`src/rtl/fifo_pkg.sv`:
```
// Shared helpers for the single-clock FIFO family: depth from address width
// and the coarse two-bit fill level.
package fifo_pkg;

    function automatic int unsigned depth_of(input int unsigned aw);
        return 32'd1 << aw;
    endfunction

    // Top two count bits, forced to 2'b11 once the FIFO is completely full.
    function automatic logic [1:0] level_of(input int unsigned cnt_v, input int unsigned aw);
        if (cnt_v >= depth_of(aw)) return 2'b11;
        return 2'(cnt_v >> (aw - 1));
    endfunction

endpackage

```
`src/rtl/generic_dpram_sc.sv`:
```
// DW x 2**AW register file: one synchronous write port, one asynchronous read port.
module generic_dpram_sc
    import fifo_pkg::*;
#(
    parameter int DW = 8,
    parameter int AW = 4
) (
    input  logic          clk,
    input  logic          we,
    input  logic [AW-1:0] waddr,
    input  logic [DW-1:0] din,
    input  logic [AW-1:0] raddr,
    output logic [DW-1:0] dout
);

    localparam int unsigned DEPTH = depth_of(AW);

    logic [DW-1:0] mem [DEPTH];

    // NOTE: storage has no reset; occupancy is tracked by the pointers, so
    // stale contents are never observed and the array maps onto plain flops/LUT RAM.
    always_ff @(posedge clk) begin
        if (we) mem[waddr] <= din;
    end

    assign dout = mem[raddr];

endmodule

```
`src/rtl/generic_fifo_sc_prog.sv`:
```
// Parametrised single-clock FIFO with standard/FWFT read mode, occupancy count,
// programmable almost-full/almost-empty thresholds and sticky error flags.
module generic_fifo_sc_prog
    import fifo_pkg::*;
#(
    parameter int DW   = 8,
    parameter int AW   = 4,
    parameter int FWFT = 0
) (
    input  logic          clk,
    input  logic          rst,
    input  logic          clr,
    input  logic [DW-1:0] din,
    input  logic          we,
    input  logic          re,
    output logic [DW-1:0] dout,
    output logic          full,
    output logic          empty,
    output logic          almost_full,
    output logic          almost_empty,
    input  logic [AW:0]   af_thresh,
    input  logic [AW:0]   ae_thresh,
    output logic [AW:0]   cnt,
    output logic [1:0]    level,
    output logic          ovf,
    output logic          udf
);

    localparam int unsigned DEPTH    = depth_of(AW);
    localparam logic [AW:0] FULL_CNT = (AW + 1)'(DEPTH);

    logic [AW-1:0] wp, rp;
    logic [AW:0]   cnt_q;
    logic          ovf_q, udf_q;
    logic          wr_ok, rd_ok;
    logic [DW-1:0] rd_data;

    assign full  = (cnt_q == FULL_CNT);
    assign empty = (cnt_q == '0);

    // A read frees a slot on the same edge, so a full FIFO still takes we&re.
    assign rd_ok = re & ~empty;
    assign wr_ok = we & (~full | rd_ok);

    generic_dpram_sc #(.DW(DW), .AW(AW)) u_ram (
        .clk   (clk),
        .we    (wr_ok & ~clr),
        .waddr (wp),
        .din   (din),
        .raddr (rp),
        .dout  (rd_data)
    );

    // NOTE: all state uses non-blocking assignments so every register samples
    // the pre-edge values of its neighbours regardless of block ordering.
    always_ff @(posedge clk or negedge rst) begin
        if (!rst) begin
            wp    <= '0;
            rp    <= '0;
            cnt_q <= '0;
            ovf_q <= 1'b0;
            udf_q <= 1'b0;
        end else if (clr) begin
            wp    <= '0;
            rp    <= '0;
            cnt_q <= '0;
            ovf_q <= 1'b0;
            udf_q <= 1'b0;
        end else begin
            if (wr_ok) wp <= wp + 1'b1;
            if (rd_ok) rp <= rp + 1'b1;
            cnt_q <= cnt_q + {{AW{1'b0}}, wr_ok} - {{AW{1'b0}}, rd_ok};
            if (we & ~wr_ok) ovf_q <= 1'b1;
            if (re & empty)  udf_q <= 1'b1;
        end
    end

    assign cnt          = cnt_q;
    assign ovf          = ovf_q;
    assign udf          = udf_q;
    assign level        = level_of(32'(cnt_q), AW);
    assign almost_full  = (af_thresh != '0) && (cnt_q >= af_thresh);
    assign almost_empty = (cnt_q <= ae_thresh);

    generate
        if (FWFT != 0) begin : g_fwft
            assign dout = empty ? '0 : rd_data;
        end else begin : g_std
            logic [DW-1:0] dout_q;
            always_ff @(posedge clk or negedge rst) begin
                if (!rst)       dout_q <= '0;
                else if (clr)   dout_q <= '0;
                else if (rd_ok) dout_q <= rd_data;
            end
            assign dout = dout_q;
        end
    endgenerate

endmodule

```
`config.mk`:
```
export PLATFORM = sky130hd
export DESIGN_NAME = generic_fifo_sc_prog
export DESIGN_NICKNAME = d
export VERILOG_FILES = /design/src/rtl/fifo_pkg.sv /design/src/rtl/generic_dpram_sc.sv /design/src/rtl/generic_fifo_sc_prog.sv
export SDC_FILE = /design/constraint.sdc
export NUM_CORES = 1
export LEC_CHECK = 0
export BUFFER_PORTS_ARGS = -buffer_cell sky130_fd_sc_hd__buf_2
export CAP_MARGIN = 10
export CORE_MARGIN = 1.5
export CORE_UTILIZATION = 54
export DETAILED_ROUTE_END_ITERATION = 7
export PLACE_DENSITY = 0.75
export SYNTH_ARGS = -nofsm -noshare
export SYNTH_HDL_FRONTEND = slang
export SYNTH_SLANG_ARGS = --single-unit
```
`constraint.sdc`:
```
create_clock -name clk -period 2.8 [get_ports clk]
set_clock_uncertainty 0.05 [all_clocks]
set_input_delay 0.42 -clock clk [delete_from_list [all_inputs] [get_ports clk]]
set_output_delay 0.42 -clock clk [all_outputs]
set_load 0.02 [all_outputs]
```
After elaboration in Yosys (flattened, before gate mapping). Memories as Yosys holds them, arrays and structs flattened. Cells that the tools add are included.

Bitwise gates (word level): 10. Add/subtract/negate cells: 4. Reductions and logical operators: 7. Order comparisons: 3. Muxes and demuxes: 16. Equality and inequality tests: 1.

Operators by type and width (count): 4-bit 2-to-1 mux (4); 8-bit 2-to-1 mux (2); 4-bit by 1-bit adder with 4-bit output (second input constant) (2); 2-bit nonzero test (4); 1-bit 2-to-1 mux (7); 5-bit by 1-bit adder with 5-bit output (1); 1-bit AND (5); 5-bit == test (second input constant) (1); 5-bit >= comparator (1); 5-bit >= comparator (second input constant) (1); 5-bit less-or-equal comparator (1); 5-bit logical NOT (1); 5-bit 2-to-1 mux (1); 5-bit nonzero test (1); 5-bit by 1-bit subtractor with 5-bit output (1); 2-bit 2-to-1 mux (2); 1-bit NOT (4); 1-bit logical AND (1); 1-bit OR (1).

Bits in writable memories: 128. Memories: 1. Word-level logic and storage cells: 48. Flip-flop bits (word level): 23. Input port bits: 23. Output and inout bits: 21.

Memory list: u_ram.mem (words 16, width 8, rd ports 1, clocked after memory_dff 0, wr ports 1, line generic_dpram_sc.sv:18) `logic [DW-1:0] mem [DEPTH];`.

Longest topological paths before layout.
Word-level depth: 9. Depth in mapped cells: 16. Depth with buffers taken out: 15.

Cells and area by module. Synthesis repeated with hierarchy kept, for this count alone.

Cell total of the unflattened synthesis: 378. Area, all modules: 6443.7 µm².

By module, submodules not included: generic_dpram_sc (cells an instance 221, area an instance 4987.3 µm², sequential area each 3843.7 µm², times used 1); generic_fifo_sc_prog (cells an instance 157, area an instance 1456.4 µm², sequential area each 575.6 µm², times used 1).

Least setup slack after synthesis. OpenSTA, ideal clock, no wires.

Kind: register -> register. From: reg cnt_q[3] (netlist: cnt[3]). To: reg cnt_q[4] (netlist: cnt[4]). Stages on the path, launching flop included: 17. Library setup time: 0.078 ns. Buffers on the path: 1. Arrival time: 2.844 ns. Data required time: 2.672 ns. Clock period less this slack: 2.972 ns. Path slack: -0.172 ns. Path through: dfrtp_1 > inv_1 > ha_1 > nor4b_4 > nand2b_1 > buf_4 > inv_2 > ha_1 > inv_1 > ha_1 > inv_1 > fa_1 > inv_1 > a21oi_1 > nor2_1 > or3_1 > a21oi_1.

Cells in the longest elaborated chain, start to end: 8. Elaborated cells between the ends (all ways): 10. Those cells by class: add/sub: 2; eq/ne: 1; mux: 1; bitwise: 5; reduce/logical: 1.

Ends and longest elaborated chain: from (decl) (line generic_fifo_sc_prog.sv:33) `logic [AW:0] cnt_q;`; from (signal assigned) (line generic_fifo_sc_prog.sv:72) `cnt_q <= cnt_q + {{AW{1'b0}}, wr_ok} - {{AW{1'b0}}, rd_ok};`; 5-bit logical NOT (*) (line generic_fifo_sc_prog.sv:39) `assign empty = (cnt_q == '0);`; via empty (line generic_fifo_sc_prog.sv:18) `output logic empty,`; 1-bit NOT (*) (line generic_fifo_sc_prog.sv:42) `assign rd_ok = re & ~empty;`; 1-bit AND (*) (line generic_fifo_sc_prog.sv:42); 1-bit OR (line generic_fifo_sc_prog.sv:43) `assign wr_ok = we & (~full | rd_ok);`; 1-bit AND (line generic_fifo_sc_prog.sv:43); 5-bit by 1-bit adder with 5-bit output (line generic_fifo_sc_prog.sv:72); 5-bit by 1-bit subtractor with 5-bit output (*) (line generic_fifo_sc_prog.sv:72); 5-bit 2-to-1 mux (*) (line generic_fifo_sc_prog.sv:63) `end else if (clr) begin`.

The timed path passes the listed nets; every way through them passes the cells marked *. A chain may end at the register's enable or synchronous reset.

Worst setup path after layout.
From: reg cnt_q[2] (netlist: cnt[2]). To: reg cnt_q[4] (netlist: cnt[4]).

Cells in the longest elaborated chain, start to end: 8. Elaborated cells between the ends (all ways): 10. Those cells by class: add/sub: 2; eq/ne: 1; mux: 1; bitwise: 5; reduce/logical: 1.

Ends and longest elaborated chain (line): 5-bit logical NOT (generic_fifo_sc_prog.sv:39); 1-bit NOT (generic_fifo_sc_prog.sv:42); 1-bit AND (generic_fifo_sc_prog.sv:42); 1-bit OR (generic_fifo_sc_prog.sv:43); 1-bit AND (generic_fifo_sc_prog.sv:43); 5-bit by 1-bit adder with 5-bit output (generic_fifo_sc_prog.sv:72); 5-bit by 1-bit subtractor with 5-bit output (*) (generic_fifo_sc_prog.sv:72); 5-bit 2-to-1 mux (*) (generic_fifo_sc_prog.sv:63).

Every way passes the cells marked *; elsewhere a longest branch is shown, timed or not.

==> impl_metrics.csv <==
group,metric,value,unit
power,ir_drop,0.594,mV
global_route,track_usage,0.211,
yosys,synth_nets,410,
die,dieArea,0.0127,sq mm
yosys,yosysUniqueCellTypes,37,
yosys,synth_commonest_cells,"edfxtp_1, nor2_1, mux4_1",
status,run_status,"completed",
power,p_leak,2.78,nW
finish,seq_area,0.00442,sq mm
critical_path,worst_path_max_delay_cell,"dfrtp_2",
min_path,hold_class,"in -> reg",
critical_path,required,3.10,ns
placement,placed_cells,550,
detailed_routing,vias,3378,
detailed_routing,wirelength,12.3,mm
finish,multi_input_area,0.00192,sq mm
clock_network,clockRootBuffer,"clkbuf_16",
finish,drive_gt1_frac,0.253,
critical_path,path_class,"reg -> reg",
placement,dpl_cell_area,0.00695,sq mm
yosys,yosysTopAreaCellShare,0.590,
placement,gp_congestion,0.800,
clock_network,clkTransAtPathRegs,0.06,ns
clock_network,clock_latency,0.42,ns
critical_path,worstPathMaxFanout,6,
sta,hold_viol,0,
die,rows,39,
placement,dp_slack,0.189,ns
sta,fin_crit_sh,0.954,
finish,nets,477,
detailed_routing,drc,0,
critical_path,critical_path_arrival,2.97,ns
yosys,synth-seq-cells,151,
yosys,yosysMostFrequentCell,"edfxtp_1",
sta,tightest_slew,0.958,ns
clock_network,tritoncts,"built",
global_route,grt_pass1_wl,19.4,mm
die,die_y,113,microns
run,cap_viol_max_count,0,
clock_network,cts_buffers,17,
die,start_util,0.563,
detailed_routing,drt-initial-drc-count,293,
finish,fin_util,0.651,
critical_path,start_kind,"flip-flop",
die,fp.dieW,113,microns
yosys,synth_edf_count,128,
global_route,grt_max_degree,36,
finish,finalNonFillerCells,586,
critical_path,cp_cell_sequence,"inv_2, ha_4, nor4b_4, nand2b_4, inv_4, ha_1, inv_1, ha_2, inv_2, fa_2, inv_1, a21oi_2, nor2_1, o21ai_0, a21oi_2",
sta,final_max_slew_viol_count,0,
critical_path,end_kind,"flip-flop",
yosys,ys_warn_count,0,
global_route,gr-total-overflow,0,
power,total_power,6.22,mW
finish,antennaDiodeCount,0,
yosys,synth_top_cells_by_area,"edfxtp_1, mux4_1, dfrtp_1",
critical_path,max_stage_delay,0.41,ns
detailed_routing,firstDrtPassIters,4,
placement,dp_hpwl,7.76,mm
finish,area_delta_synth_final,15.7,%
clock_network,clock_sinks,151,
finish,finalInstanceArea,0.00753,sq mm
detailed_routing,wire_per_inst,21.0,microns
detailed_routing,vias_per_cell,5.76,
yosys,synthesis.area,0.00651,sq mm
sta,setup_slack,0.129,ns
global_route,grt_pass1_vias,3570,
die,core_area,0.0116,sq mm
global_route,antenna_found_initial,0,
yosys,ys.flop_type,"edfxtp_1",
yosys,synth_cells,364,
detailed_routing,ant_nets,0,
finish,nFillCells,767,
yosys,synth_area_leader_cell,"edfxtp_1",
sta,max_freq,374,MHz
yosys,async_flop_share,0.152,
die,io_pins,44,
sta,fin_crit,2.67,ns
yosys,syn_area_per_cell,17.9,sq um
placement,port_buffers,43,
power,powerDensity,826,mW/mm^2
clock_network,htreeDepth,4,
clock_network,clock_path_buffers,2,
sta,slew_headroom,0.359,
yosys,seq_area_frac_synth,0.679,
sta,setup_viol,0,
[worst paths after layout]
kind / from / end / slack, ns / cells past startpoint
worst max-delay path: cnt[2] / cnt[4] / 0.13 / 15
worst min-delay path: we / ovf / 0.22 / 3
worst max register to register: cnt[2] / cnt[4] / 0.13 / 15
worst min register to register: udf / udf / 0.45 / 2
max in group asynchronous: rst / cnt[3] / 1.84 / 2
min in group asynchronous: rst / cnt[2] / 0.47 / 2
[where the power goes]
| group | total, mW | internal [mW] | switching (mW) | leakage, nW |
|---|---|---|---|---|
| clock | 2.02 | 1.13 | 0.891 | 0.253 |
| sequential | 2.64 | 2.55 | 0.0905 | 1.46 |
| combinational | 1.56 | 0.732 | 0.831 | 1.07 |
[placed cells by master, fill, tap and decap left out, types with 2 or more instances in the layout]
| cell | instances |
|---|---|
| mux4_2 | 4 |
| inv_4 | 2 |
| ha_1 | 20 |
| mux4_1 | 28 |
| nor2_1 | 34 |
| mux2i_1 | 16 |
| nand3b_1 | 9 |
| a21oi_1 | 7 |
| or3_1 | 3 |
| buf_4 | 20 |
| clkinv_2 | 3 |
| nand2_1 | 10 |
| dfrtp_1 | 21 |
| nor2b_1 | 3 |
| a21oi_2 | 2 |
| buf_2 | 43 |
| clkinvlp_4 | 3 |
| inv_6 | 4 |
| nand4_1 | 2 |
| clkinv_1 | 2 |
| xor2_1 | 5 |
| o221ai_1 | 8 |
| clkbuf_16 | 17 |
| edfxtp_1 | 128 |
| inv_1 | 19 |
| o21ai_0 | 3 |
| o21a_1 | 2 |
| xnor2_1 | 3 |
| dfrtp_2 | 2 |
| inv_2 | 2 |
[flip-flops by register name (all words and copies together), names as in the netlist]
signal and count:
cnt 5, dout 8, ovf 1, rp 4, u_ram.mem 128, udf 1, wp 4
[through the flow]
stage	TNS, ns	hold WS [ns]
final	0	0.219
after global routing	-0.0178	0.212
after CTS	0	0.206
after detailed placement	0	0.382
after global placement	0	0.377
after floorplan	-0.0623	0.0744
[layout make-up]
class | instances | share of cell area
timing repair buffer | 65 | 0.0525
tap | 143 | 0.0238
sequential | 151 | 0.587
clock inverter | 14 | 0.0133
inverter | 23 | 0.0121
clock buffer | 17 | 0.0565
multi-input combinational | 173 | 0.255
[critical path, delay by kind of cell, from the launching register on]
| family | cells | cell delay, ns |
|---|---|---|
| simple gates | 3 | 0.58 |
| fa+ha+maj | 4 | 0.94 |
| compound gates | 3 | 0.31 |
| flops | 1 | 0.41 |
| buf+inv | 5 | 0.31 |
[what timing repair did]
action / 4_1_cts / 5_1_grt
hold buffers: 1 / 0
buffers inserted: 0 / 4
resized for setup: 0 / 3
endpoints found under the hold margin: 23 / 0
endpoints found under the setup margin: 0 / 1
[cells by family after synthesis]
logic type	count (synthesis)	share of synthesized area
flip-flops	151	0.679
XOR/XNOR	8	0.0108
AND/OR/NAND/NOR	69	0.0563
adder cells (fa/ha/maj)	23	0.0454
AO/OA/AOI/OAI	25	0.0256
multiplexers	48	0.151
buffers and inverters	40	0.0317
[layer usage]
metal  GRT usage  share of wire  wire (microns)
met1       0.265           0.40            4890
met2       0.355           0.50            6230
met3      0.0466          0.071             881
met4      0.0954          0.027             330
met5           0              0               0
No activity file was read; power rests on OpenSTA's default activity.
